$ cat src/rtl/demux_one_to_four_reg.sv
// Registered 1-to-4 demultiplexer that rebuilds a 4-lane frame from serial words.
// Optional frame parity output is enabled by defining DEMUX_FRAME_PARITY_EN.
module demux_one_to_four_reg #(
  parameter int WIDTH = 1
) (
  input  logic               i_clk,
  input  logic               i_rst_n,
  input  logic [WIDTH-1:0]   i_din,
  input  logic               i_din_valid,
  input  logic [1:0]         i_sel,
  input  logic               i_auto,
  input  logic               i_clr,
  output logic [4*WIDTH-1:0] o_dout,
  output logic [3:0]         o_dout_valid,
  output logic               o_frame_done,
`ifdef DEMUX_FRAME_PARITY_EN
  output logic               o_frame_parity,
`endif
  output logic [1:0]         o_ptr
);

  typedef enum logic [1:0] {
    LANE0 = 2'd0,
    LANE1 = 2'd1,
    LANE2 = 2'd2,
    LANE3 = 2'd3
  } lane_state_t;

  lane_state_t        r_state;
  logic [4*WIDTH-1:0] r_dout;
  logic [3:0]         r_dout_valid;
  logic               r_frame_done;

  logic [1:0]         w_lane;
  logic               w_auto_wrap;

  assign w_lane      = i_auto ? r_state : i_sel;
  assign w_auto_wrap = i_auto && (r_state == LANE3);

  always_ff @(posedge i_clk) begin
    if (!i_rst_n || i_clr) begin
      r_state      <= LANE0;
      r_dout       <= '0;
      r_dout_valid <= 4'b0000;
      r_frame_done <= 1'b0;
    end else if (i_din_valid) begin
      for (int i = 0; i < 4; i++) begin
        if (w_lane == i[1:0]) begin
          r_dout[i*WIDTH +: WIDTH] <= i_din;
        end
      end
      r_dout_valid <= 4'b0001 << w_lane;
      r_frame_done <= w_auto_wrap;
      // The pointer only walks in auto mode, so a manual detour resumes where it left off
      if (i_auto) begin
        case (r_state)
          LANE0:   r_state <= LANE1;
          LANE1:   r_state <= LANE2;
          LANE2:   r_state <= LANE3;
          default: r_state <= LANE0;
        endcase
      end
    end else begin
      r_dout_valid <= 4'b0000;
      r_frame_done <= 1'b0;
    end
  end

`ifdef DEMUX_FRAME_PARITY_EN
  logic r_frame_parity;
  logic w_frame_parity;

  // Lane 3 is still being written, so fold the incoming word in place of its old value
  assign w_frame_parity = ^{i_din, r_dout[3*WIDTH-1:0]};

  always_ff @(posedge i_clk) begin
    if (!i_rst_n || i_clr) begin
      r_frame_parity <= 1'b0;
    end else if (i_din_valid && w_auto_wrap) begin
      r_frame_parity <= w_frame_parity;
    end
  end

  assign o_frame_parity = r_frame_parity;
`endif

  assign o_dout       = r_dout;
  assign o_dout_valid = r_dout_valid;
  assign o_frame_done = r_frame_done;
  assign o_ptr        = r_state;

endmodule
$ cat config.mk
export PLATFORM = sky130hd
export DESIGN_NAME = demux_one_to_four_reg
export DESIGN_NICKNAME = d
export VERILOG_FILES = /design/src/rtl/demux_one_to_four_reg.sv
export SDC_FILE = /design/constraint.sdc
export NUM_CORES = 1
export LEC_CHECK = 0
export ABC_AREA = 1
export BUFFER_PORTS_ARGS = -buffer_cell sky130_fd_sc_hd__buf_2
export CORE_AREA = 2 2 39 41
export DETAILED_ROUTE_END_ITERATION = 6
export DIE_AREA = 0 0 41 43
export GPL_TIMING_DRIVEN = 0
export PLACE_DENSITY = 0.7
export SYNTH_ARGS = -nofsm -noshare
export SYNTH_HDL_FRONTEND = slang
export SYNTH_SLANG_ARGS = --single-unit
$ cat constraint.sdc
create_clock -name i_clk -period 1.86 [get_ports i_clk]
set_input_delay 0.372 -clock i_clk [delete_from_list [all_inputs] [get_ports i_clk]]
set_output_delay 0.372 -clock i_clk [all_outputs]
set_load 0.02 [all_outputs]
==> results of run 1 <==
[cell families after synthesis]
group,share of synthesized area (%)
AND/OR/NAND/NOR,36.5
flip-flops,44.7
adder cells (fa/ha/maj),7.62
AO/OA/AOI/OAI,5.84
buffers and inverters,5.33
[sequential cells by signal, indices dropped and copies added (netlist names)]
name / flops
o_dout: 4
o_dout_valid: 4
o_ptr: 2
o_frame_done: 1
[routing by layer]
| metal | routed length [um] | track usage, % | up-vias | part of all wire (%) |
|---|---|---|---|---|
| met3 | 68 | 6.28 | 2 | 7.6 |
| met1 | 418 | 14.8 | 200 | 46 |
| li1 | - | - | 245 | - |
| met2 | 395 | 17.5 | 16 | 44 |
| met5 | 0 | 0 | - | 0 |
| met4 | 17 | 4.00 | 0 | 1.9 |
[Yosys cell counts]
cell,count,area (um2)
nor2_2,2,12.5
nand2_2,5,31.3
o21ai_2,1,8.76
dfxtp_1,11,220
nor3b_1,1,7.51
nor3_1,4,20.0
inv_1,6,22.5
nand4_1,2,12.5
nand2_1,11,41.3
a21oi_1,2,10.0
nand3_2,1,10.0
nor2_1,12,45.0
ha_1,3,37.5
inv_2,1,3.75
o21ai_0,2,10.0
[where the power goes]
| group | switching, mW | internal [mW] | leakage, nW |
|---|---|---|---|
| Clock | 0.0791 | 0.0828 | 0.0150 |
| Sequential | 0.00318 | 0.241 | 0.0891 |
| Combinational | 0.0420 | 0.0220 | 0.211 |
| Total | 0.124 | 0.346 | 0.315 |
[cell type report]
class / instances / share of cell area, %
multi-input cells: 46 / 39.2
flip-flops and latches: 11 / 35.0
repair buffers: 18 / 14.3
clock buffers: 4 / 4.17
inverters: 7 / 4.17
well taps: 16 / 3.18
[path summary, 6_finish.rpt]
kind,start,end,slack [ns]
max reg2reg,o_ptr[0],o_ptr[1],0.73
max,o_ptr[0],o_ptr[0],0.61
min reg2reg,o_dout[0],o_dout[0],0.48
min,i_clr,o_dout[2],0.42
[stage by stage]
step                std cells  setup WS, ns  hold WS [ns]  util, %  instance area (um2)
finish                    102         0.612         0.425     45.5                  629
global route              102         0.565         0.427     45.5                  629
CTS                       102         0.604         0.423     45.5                  629
detailed placement         98         0.546         0.465     43.6                  603
global placement           98         0.595         0.464     43.6                  603
floorplan                  64         0.683         0.530        -                  493
==> run summary, run 1 <==
most common cell after layout, fill and taps aside - buf_2
CTS resizes - 0
Placer Congestion - 0.739
Lkg Pwr - 0.315 nW
Routed WL per cell - 8.81 um
Power Density - 747 nW/um2
Tightest Pin Transition - 0.418 ns
CORE AREA - 1380 um2
Max Root-Sink Buffers - 2
Largest stage delay, worst path - 0.42 ns
area of the multi-input gates - 246 um2
initial antenna violation count - 0
total congestion overflow - 0
die area - 1760 um2
Post-Syn Area - 493 um2
Post-route DRC - 0
Vias - 463
cell family with most CP delay - flip-flops
fmax - 801 MHz
CP startpoint kind - flip-flop
Starting Density - 35.6%
CTS H-tree depth - 1
Final ANT Viol Nets - 0
critical path cell sequence - buf_2
RSZ-0062 raised after global routing - no
Final Max Tran Viols - 0
WP depth - 1
sequential fraction of the synthesis area - 44.7%
Synth Register Bits - 11
GRT Total Usage - 12.1%
Post-Syn Instances - 64
row count - 14
DR pass1 iterations - 3
post-cts hold buffer count - 0
Min Clock Period, post-route - 1.25 ns
status - completed
Worst-Skew Late Latency - 0.27 ns
crit end category - output pin
Die Wd - 41 um
Post-Syn Nets - 75
Post-CTS Setup Inserts - 0
CTS Buf Count - 3
Yosys warnings - 0
Req. time, crit path - 1.49 ns
Final Total Pwr - 0.470 mW
synthesis-to-layout area growth - 27.7%
Via density - 4.54
Final period util - 67.1%
vias in the first global route - 379
Nets - 98
average cell area after synthesis - 7.70 um2
Yosys cell types - 15
share of cells above drive strength 1 - 36.0%
CP max-delay cell - dfxtp_1
Worst slew margin - 72.0%
Worst EP arrival - 0.88 ns
Worst-path clk slew - 0.08 ns
register area - 220 um2
final setup vio count - 0
Fin. Hold Viols - 0
CTS root buf - clkbuf_4
clock sinks - 11
Fill cells - 150
initial DRC count - 5
clk_skew - 0.0156 ns
kind of critical path - flip-flop to output pin
diode count - 0
most frequent cells in the layout - 18 x buf_2, 12 x nor2_1, 11 x nand2_1, 11 x dfxtp_1, 6 x inv_1
first-pass GRT wire length - 1430 um
worst hold stages - 4
CP Max Fanout - 5
CTS tree - done
largest net degree at the start of global routing - 7
Sum Neg Setup Slack - 0 ns
IO Count - 19
IO buf count - 18
Total Wirelength - 899 um
R2R depth - 4
DP HPWL - 679 um
die height - 43 um
Hold/Removal Path Class - input pin to flip-flop
max-capacitance violation count - 0
Max IR drop VDD - 0.351 mV
worst path bufs/invs - 1
Note: power is estimated with default switching activity, not from simulation.
==> run 2, diff against run 1 <==
--- a/config.mk
+++ b/config.mk
@@ -11,7 +11,7 @@
 export DETAILED_ROUTE_END_ITERATION = 6
 export DIE_AREA = 0 0 41 43
 export GPL_TIMING_DRIVEN = 0
-export PLACE_DENSITY = 0.7
+export PLACE_DENSITY = 0.73
 export SYNTH_ARGS = -nofsm -noshare
 export SYNTH_HDL_FRONTEND = slang
 export SYNTH_SLANG_ARGS = --single-unit
==> constraint.sdc (replaced) <==
create_clock -name i_clk -period 1.1 [get_ports i_clk]
set_input_delay 0.22 -clock i_clk [delete_from_list [all_inputs] [get_ports i_clk]]
set_output_delay 0.22 -clock i_clk [all_outputs]
set_load 0.02 [all_outputs]
==> run summary, run 2 (synthesis gave the netlist of run 1 again) <==
Vias - 453 (-2.2%)
Min Clock Period, post-route - 1.02 ns
clk_skew - 0.00429 ns (-0.0113 ns)
most frequent cells in the layout - 18 x buf_2, 12 x nor2_1, 11 x nand2_1
DP HPWL - 667 um (-1.8%)
Sum Neg Setup Slack - 0 ns (unchanged)
vias in the first global route - 381 (+0.53%)
clock sinks - 11 (unchanged)
CTS root buf - clkbuf_4
synthesis-to-layout area growth - 28.2%
critical path cell sequence - buf_2
Worst slew margin - 73.1% (+1.1 points)
Via density - 4.44 (-2.2%)
row count - 14 (unchanged)
switching power - 0.204 mW (+64%)
post-cts hold buffer count - 0 (unchanged)
Fill cells - 149 (-0.67%)
CTS H-tree depth - 1 (unchanged)
CTS tree - done
worst path bufs/invs - 1 (unchanged)
Starting Density - 35.6% (unchanged)
Power Density - 1250 nW/um2 (+67%)
post-route cell area - 632 um2 (+0.40%)
final worst slack - 0.0770 ns (-0.535 ns)
Sw Share - 25.8% (-0.61 points)
Max IR drop VDD - 0.800 mV (+130%)
Worst-Skew Late Latency - 0.26 ns (about the same)
status - completed
Routed WL per cell - 8.35 um (-5.2%)
Largest stage delay, worst path - 0.37 ns (-0.05 ns)
initial DRC count - 6 (+1)
r2r setup slk - 0.09 ns (-0.64 ns)
Nets - 98 (unchanged)
Die Wd - 41 um (unchanged)
Post-route DRC - 0 (unchanged)
worst hold stages - 4 (unchanged)
Max Root-Sink Buffers - 2 (unchanged)
die area - 1760 um2 (unchanged)
diode count - 0 (unchanged)
clock group share of total power - 34.1% (-0.3 points)
share of cells above drive strength 1 - 38.4% (+2.3 points)
Lkg Pwr - 0.316 nW (+0.30%)
Placer Congestion - 0.751 (+1.6%)
initial antenna violation count - 0 (unchanged)
R2R depth - 4 (unchanged)
WP depth - 1 (unchanged)
Total Wirelength - 852 um (-5.2%)
CP Max Fanout - 5 (unchanged)
GRT Total Usage - 12.4% (+0.31 points)
RSZ-0062 raised after global routing - no
CP max-delay cell - dfxtp_2
total congestion overflow - 0 (unchanged)
CORE AREA - 1380 um2 (unchanged)
largest net degree at the start of global routing - 7 (unchanged)
Req. time, crit path - 0.88 ns (-0.61 ns)
Placed Instance Area - 606 um2 (+0.42%)
fmax - 978 MHz
Comb power frac - 13.6% (about the same)
Final ANT Viol Nets - 0 (unchanged)
die height - 43 um (unchanged)
IO buf count - 18 (unchanged)
register area - 223 um2 (+1.1%)
crit end category - output pin
Sequential Power Share - 52.4% (+0.5 points)
kind of critical path - flip-flop to output pin
cell family with most CP delay - flip-flops
DR pass1 iterations - 4 (+1)
CTS Buf Count - 3 (unchanged)
Worst EP arrival - 0.80 ns (-0.08 ns)
most common cell after layout, fill and taps aside - buf_2
Hold/Removal Path Class - input pin to flip-flop
area of the multi-input gates - 246 um2 (unchanged)
Fin. Hold Viols - 0 (unchanged)
first-pass GRT wire length - 1460 um (+2.4%)
Final Max Tran Viols - 0 (unchanged)
IO Count - 19 (unchanged)
final setup vio count - 0 (unchanged)
Worst-path clk slew - 0.07 ns (about the same)
Tightest Pin Transition - 0.402 ns (-0.0158 ns)
worst slack at placement - -0.0437 ns (-0.589 ns)
Internal - 0.585 mW (+69%)
CP startpoint kind - flip-flop
max-capacitance violation count - 0 (unchanged)
Final period util - 93.0%
run 2: power by group through the flow:
stage	logic [mW]	clock network, mW	registers, mW
floorplan	0.0590	0	0.434
global placement	0.105	0	0.422
detailed placement	0.107	0	0.423
CTS	0.108	0.280	0.413
global route	0.123	0.306	0.415
finish	0.107	0.269	0.413
run 2: per-stage QoR:
step | total power [mW] | utilization [%] | hold slack, ns | cells
final | 0.789 | 45.7 | 0.277 | 102
after global routing | 0.843 | 45.7 | 0.276 | 102
after CTS | 0.801 | 45.7 | 0.271 | 102
after detailed placement | 0.530 | 43.8 | 0.471 | 98
after global placement | 0.528 | 43.8 | 0.464 | 98
after floorplan | 0.493 | - | 0.378 | 64
run 2: layout make-up:
class / instances / area share [%]
Timing Repair Buffer: 18 / 14.3
Multi-Input combinational cell: 46 / 39.0
Sequential cell: 11 / 35.2
Clock buffer: 4 / 4.16
Inverter: 7 / 4.16
Tap cell: 16 / 3.17
run 2: worst min-delay path: stages:
cell and delay, ns:
buf_2 0.07, nor2_1 0.09, nand2_1 0.08, nor2_1 0.03
run 2: final timing paths:
check | start | endpoint
setup / recovery | o_ptr[0] | o_ptr[0]
hold / removal | i_clr | o_dout[2]
setup reg to reg | o_ptr[0] | o_ptr[1]
hold reg to reg | o_dout[1] | o_dout[1]
run 2: repair_timing:
action	in CTS	in global routing
setup endpoints to repair	0	1
gates resized for setup	0	1
setup buffers	0	0
run 2: metal layers:
metal / global-route usage, % / vias up / share of wire [%]
li1: - / 247 / -
met1: 15.2 / 189 / 45
met4: 4.00 / 0 / 0
met5: 0 / - / 0
met2: 17.2 / 17 / 47
met3: 7.85 / 0 / 8.1
